===== config.mk =====
export PLATFORM = sky130hd
export DESIGN_NAME = mem_stage
export DESIGN_NICKNAME = d
export VERILOG_FILES = /design/src/rtl/mem_stage.sv
export SDC_FILE = /design/constraint.sdc
export NUM_CORES = 1
export LEC_CHECK = 0
export ABC_AREA = 1
export CAP_MARGIN = 5
export CORE_ASPECT_RATIO = 0.8
export CORE_MARGIN = 2
export CORE_UTILIZATION = 35
export CTS_CLUSTER_DIAMETER = 60
export DETAILED_ROUTE_END_ITERATION = 7
export PLACE_DENSITY = 0.85
export SETUP_SLACK_MARGIN = 0.2
export SLEW_MARGIN = 20
export SYNTH_ARGS = -nofsm -noshare
export SYNTH_HDL_FRONTEND = slang
export SYNTH_SLANG_ARGS = --single-unit
export TNS_END_PERCENT = 20

===== constraint.sdc =====
create_clock -name clk -period 2.04 [get_ports clk]
set_input_delay 0.408 -clock clk [delete_from_list [all_inputs] [get_ports clk]]
set_output_delay 0.408 -clock clk [all_outputs]
set_load 0.02 [all_outputs]

===== src/rtl/mem_stage.sv =====
// Memory stage: drives the data bus and holds the pipeline while a load or store is in flight.
// The optional misaligned-access trap is enabled by defining MEM_MISALIGN_TRAP_EN.
module mem_stage (
  input  logic        clk,
  input  logic        rst,
  input  logic        regM_i_valid,
  input  logic        regM_i_mem_ren,
  input  logic        regM_i_mem_wen,
  input  logic [1:0]  regM_i_mem_size,
  input  logic        regM_i_mem_unsigned,
  input  logic [31:0] regM_i_valE,
  input  logic [31:0] regM_i_valB,
  output logic        mem_o_req_valid,
  input  logic        mem_i_req_ready,
  output logic [31:0] mem_o_addr,
  output logic        mem_o_wen,
  output logic [31:0] mem_o_wdata,
  output logic [3:0]  mem_o_wmask,
  input  logic        mem_i_rvalid,
  input  logic [31:0] mem_i_rdata,
  output logic [31:0] memory_o_valM,
  output logic        memory_o_stall,
  output logic        memory_o_misalign
);

  typedef enum logic [1:0] {
    S_IDLE,
    S_REQ,
    S_WAIT,
    S_DONE
  } state_t;

  state_t      state_q, state_d;
  logic [31:0] valm_q, valm_d;

  logic        is_mem;
  logic [1:0]  offset;
  logic        misaligned;
  logic [7:0]  ld_byte;
  logic [15:0] ld_half;
  logic [31:0] ld_fmt;
  logic [31:0] st_wdata;
  logic [3:0]  st_wmask;
  logic        in_req;

  assign is_mem = regM_i_valid & (regM_i_mem_ren | regM_i_mem_wen);
  assign offset = regM_i_valE[1:0];
  assign in_req = (state_q == S_REQ);

`ifdef MEM_MISALIGN_TRAP_EN
  logic misalign_q, misalign_d;

  always_comb begin
    misaligned = 1'b0;
    case (regM_i_mem_size)
      2'b00:   misaligned = 1'b0;
      2'b01:   misaligned = offset[0];
      default: misaligned = (offset != 2'b00);
    endcase
  end

  // Flag is raised only for the DONE cycle that follows a trapped access.
  always_comb begin
    misalign_d = (state_q == S_IDLE) & is_mem & misaligned;
  end

  always_ff @(posedge clk) begin
    if (rst) begin
      misalign_q <= 1'b0;
    end else begin
      misalign_q <= misalign_d;
    end
  end

  assign memory_o_misalign = misalign_q;
`else
  assign misaligned        = 1'b0;
  assign memory_o_misalign = 1'b0;
`endif

  always_comb begin
    ld_byte = mem_i_rdata[7:0];
    case (offset)
      2'b00: ld_byte = mem_i_rdata[7:0];
      2'b01: ld_byte = mem_i_rdata[15:8];
      2'b10: ld_byte = mem_i_rdata[23:16];
      2'b11: ld_byte = mem_i_rdata[31:24];
      default: ld_byte = mem_i_rdata[7:0];
    endcase
    ld_half = offset[1] ? mem_i_rdata[31:16] : mem_i_rdata[15:0];

    ld_fmt = mem_i_rdata;
    case (regM_i_mem_size)
      2'b00:   ld_fmt = {{24{~regM_i_mem_unsigned & ld_byte[7]}}, ld_byte};
      2'b01:   ld_fmt = {{16{~regM_i_mem_unsigned & ld_half[15]}}, ld_half};
      default: ld_fmt = mem_i_rdata;
    endcase
  end

  // Store data is replicated across lanes so the mask alone selects the bytes written.
  always_comb begin
    st_wdata = regM_i_valB;
    st_wmask = 4'b1111;
    case (regM_i_mem_size)
      2'b00: begin
        st_wdata = {4{regM_i_valB[7:0]}};
        st_wmask = 4'b0001 << offset;
      end
      2'b01: begin
        st_wdata = {2{regM_i_valB[15:0]}};
        st_wmask = offset[1] ? 4'b1100 : 4'b0011;
      end
      default: begin
        st_wdata = regM_i_valB;
        st_wmask = 4'b1111;
      end
    endcase
  end

  assign mem_o_addr      = {regM_i_valE[31:2], 2'b00};
  assign mem_o_wdata     = st_wdata;
  assign mem_o_req_valid = in_req;
  assign mem_o_wen       = in_req & regM_i_mem_wen;
  assign mem_o_wmask     = (in_req & regM_i_mem_wen) ? st_wmask : 4'b0000;
  assign memory_o_valM   = valm_q;

  always_comb begin
    state_d        = state_q;
    valm_d         = valm_q;
    memory_o_stall = 1'b0;
    case (state_q)
      S_IDLE: begin
        if (is_mem) begin
          memory_o_stall = 1'b1;
          if (misaligned) begin
            state_d = S_DONE;
            valm_d  = 32'h0;
          end else begin
            state_d = S_REQ;
          end
        end
      end
      S_REQ: begin
        memory_o_stall = 1'b1;
        if (mem_i_req_ready) begin
          state_d = regM_i_mem_wen ? S_DONE : S_WAIT;
        end
      end
      S_WAIT: begin
        memory_o_stall = 1'b1;
        if (mem_i_rvalid) begin
          valm_d  = ld_fmt;
          state_d = S_DONE;
        end
      end
      // The M register advances on this edge, so IDLE never re-triggers on the same access.
      S_DONE: begin
        state_d = S_IDLE;
      end
      default: begin
        state_d = S_IDLE;
      end
    endcase
  end

  always_ff @(posedge clk) begin
    if (rst) begin
      state_q <= S_IDLE;
      valm_q  <= 32'h0;
    end else begin
      state_q <= state_d;
      valm_q  <= valm_d;
    end
  end

endmodule


==> impl_results.md <==
- Routability cong.: 0.879
- Crit path DAT: approximately 1.4 ns
- Layout area overhead: 51.0%
- Worst-Skew Late Latency: 0.29 ns
- Die X: around 110 um
- Hpwl dp: 7.75 mm
- DR vias/cell: about 4.7
- Initial antenna violation count: 0
- Io pins: between 200 and 250
- Mapped Area: 2890 um2
- TritonCTS buffer count: 5
- Crit Path Max Fanout: 3
- Clk sink count: 34
- First-pass GRT wire length: between 15 and 20 mm
- Most used cell, CP: nand2_1
- Worst VDD drop: between 0.4 and 0.5 mV
- Hold Fails Final Rpt: 0
- Final min period: about 1.8 ns
- 1st-pass router iterations: 5
- Final worst slack: 0.197 ns
- EDFF count, synth: 0
- Finished Layout Cells: 699
- Die H: approximately 85 um
- Worst Skew: ~0.0043 ns
- Root Driver: clkbuf_8
- Clock buffer depth: 2
- Syn_area_per_cell: around 6.3 um2
- CTS H-tree depth: 2
- PD cells: 764 nW/um2
- Antenna viol nets, final: 0
- # DRC: 0
- Worst slack, placed: -0.703 ns
- Synth warn: 0
- CP peak stage delay: ~0.5 ns
- Hold Path Cell Cnt: 2
- CP Capture Type: output pin
- Post-route cell area: about 4400 um2
- Via count: about 3300
- CP startpoint kind: primary input
- Maxcap violations: 0
- Crit path max-delay cell type: clkdlybuf4s50_1
- # fillers: 801
- Req. time, crit path: approximately 1.6 ns
- IO Port Bufs: 146
- All-Layer GR Usage: 0.215
- Sequential share of the synthesized area: 0.235
- Final #Nets: 701
- Critical path type: primary input to output pin
- Post-Place Cells: between 600 and 700
- Cells after synthesis: approximately 460
- Placed inst area: 4280 um2
- RSZ-0062 raised after global routing: true
- Drt wl/cell: approximately 14 um
- CTS tree: done
- Clock transition at path regs: 0.07 ns
- Worst path buffer plus inverter count: 3
- Status: complete, no violations
- Antenna diodes: 0
- Max Fclk: between 0.5 and 0.6 GHz
- Ys async rst share: 0
- Leak Pwr: 2.12 nW
- CTS Hold Buffers Added: 0
- # rows: 29
- Final setup vio count: 0
- Initial Util: 0.362
- CORE AREA: approximately 8000 um2
- HP Class: flop to flop
- Synth unique cells: 33
- Largest net degree at the start of global routing: 27
- Crit share post-route: 0.903
- Share of layout cells above drive strength 1: 0.184
- Crit path max-delay family: buffers and inverters
- Die area: about 9000 um2
- Commonest cells after routing, fill and taps aside: 103 x nand2_1, 103 x clkdlybuf4s50_1, 55 x inv_1
- Flops & latches, synth: 34
- Drt first-iter violations: 213
- Synth Flop Type: dfxtp_1
- WL final: 9.77 mm
- Final Util: 0.547
- Fin. max-slew vios: 0
- Critical path depth in cells: 6
- Global route total overflow: 0
- Reg2Reg Depth: 7
- Vias in the first global route: 3238
- Critical path cell sequence: clkdlybuf4s50_1 -> nand2_1 -> inv_2 -> nand2_1 -> nor2_1 -> buf_2
## layout make-up
class / count / area (um2) / area share
multi-input cells: 303 / 1530 / 0.351
flip-flops and latches: 34 / 681 / 0.156
well taps: 108 / 135 / 0.0309
repair buffers: 183 / 1660 / 0.381
clock buffers: 8 / 110 / 0.0252
inverters: 63 / 248 / 0.0567
## path summary, 6_finish.rpt
kind	start	end	slack, ns
hold reg to reg	state_q[0]	state_q[0]	0.51
hold / removal	state_q[0]	state_q[0]	0.51
setup / recovery	regM_i_mem_wen	mem_o_wmask[1]	0.20
setup reg to reg	state_q[0]	memory_o_valM[4]	0.49
## repair_timing
action | CTS | global route
resized for setup | 151 | 10
cloned | 0 | 1
setup endpoints to repair | 60 | 23
hold endpoints to repair | 0 | 0
setup buffers | 4 | 0
pin swaps | 2 | 4
## cell usage after synthesis (5+ instances only)
| master | instances | area share |
|---|---|---|
| nand3_1 | 25 | 0.043 |
| buf_4 | 44 | 0.11 |
| a21oi_1 | 31 | 0.054 |
| buf_6 | 6 | 0.023 |
| a21oi_2 | 8 | 0.024 |
| o211ai_1 | 8 | 0.021 |
| o21ai_0 | 48 | 0.083 |
| nor2_1 | 50 | 0.065 |
| inv_1 | 57 | 0.074 |
| ha_1 | 5 | 0.022 |
| buf_2 | 8 | 0.014 |
| dfxtp_1 | 34 | 0.24 |
| nand2_1 | 105 | 0.14 |
## through the flow
step	power (W)	hold slack (ns)	TNS, ns
after floorplan	0.00203	0.489	0
after global placement	0.00273	0.489	-17.14
after detailed placement	0.00279	0.496	-20.21
after CTS	0.00334	0.507	0
after global routing	0.00358	0.533	0
final	0.00334	0.507	0
## flip-flops by register name, indices dropped and copies added, names as in the netlist
register       flops
state_q            2
memory_o_valM     32
## worst min-delay path, delay by kind of cell (launching register included)
kind	cells	cell delay, ns
AOI/OAI and AO/OA	1	0.05
DFF	1	0.34
and+or+nand+nor	1	0.07
## cell families after synthesis
group,count (synthesis),share of synthesized area
adder cells (fa/ha/maj),5,0.0216
buffers and inverters,126,0.247
AO/OA/AOI/OAI,100,0.199
other,1,0.00130
AND/OR/NAND/NOR,195,0.297
flip-flops,34,0.235
## power breakdown
| group | total, W | internal (W) | switching [W] |
|---|---|---|---|
| registers | 0.000900 | 0.000815 | 0.0000849 |
| logic | 0.00185 | 0.000838 | 0.00101 |
| clock network | 0.000587 | 0.000341 | 0.000246 |
## metal layers
layer	GRT usage	routed length [um]	vias up
met5	0	0	-
met4	0.0478	136	0
met3	0.0438	722	14
met2	0.346	4390	141
met1	0.298	4520	1478
li1	-	-	1669
Power figures use the tool's default switching activity.
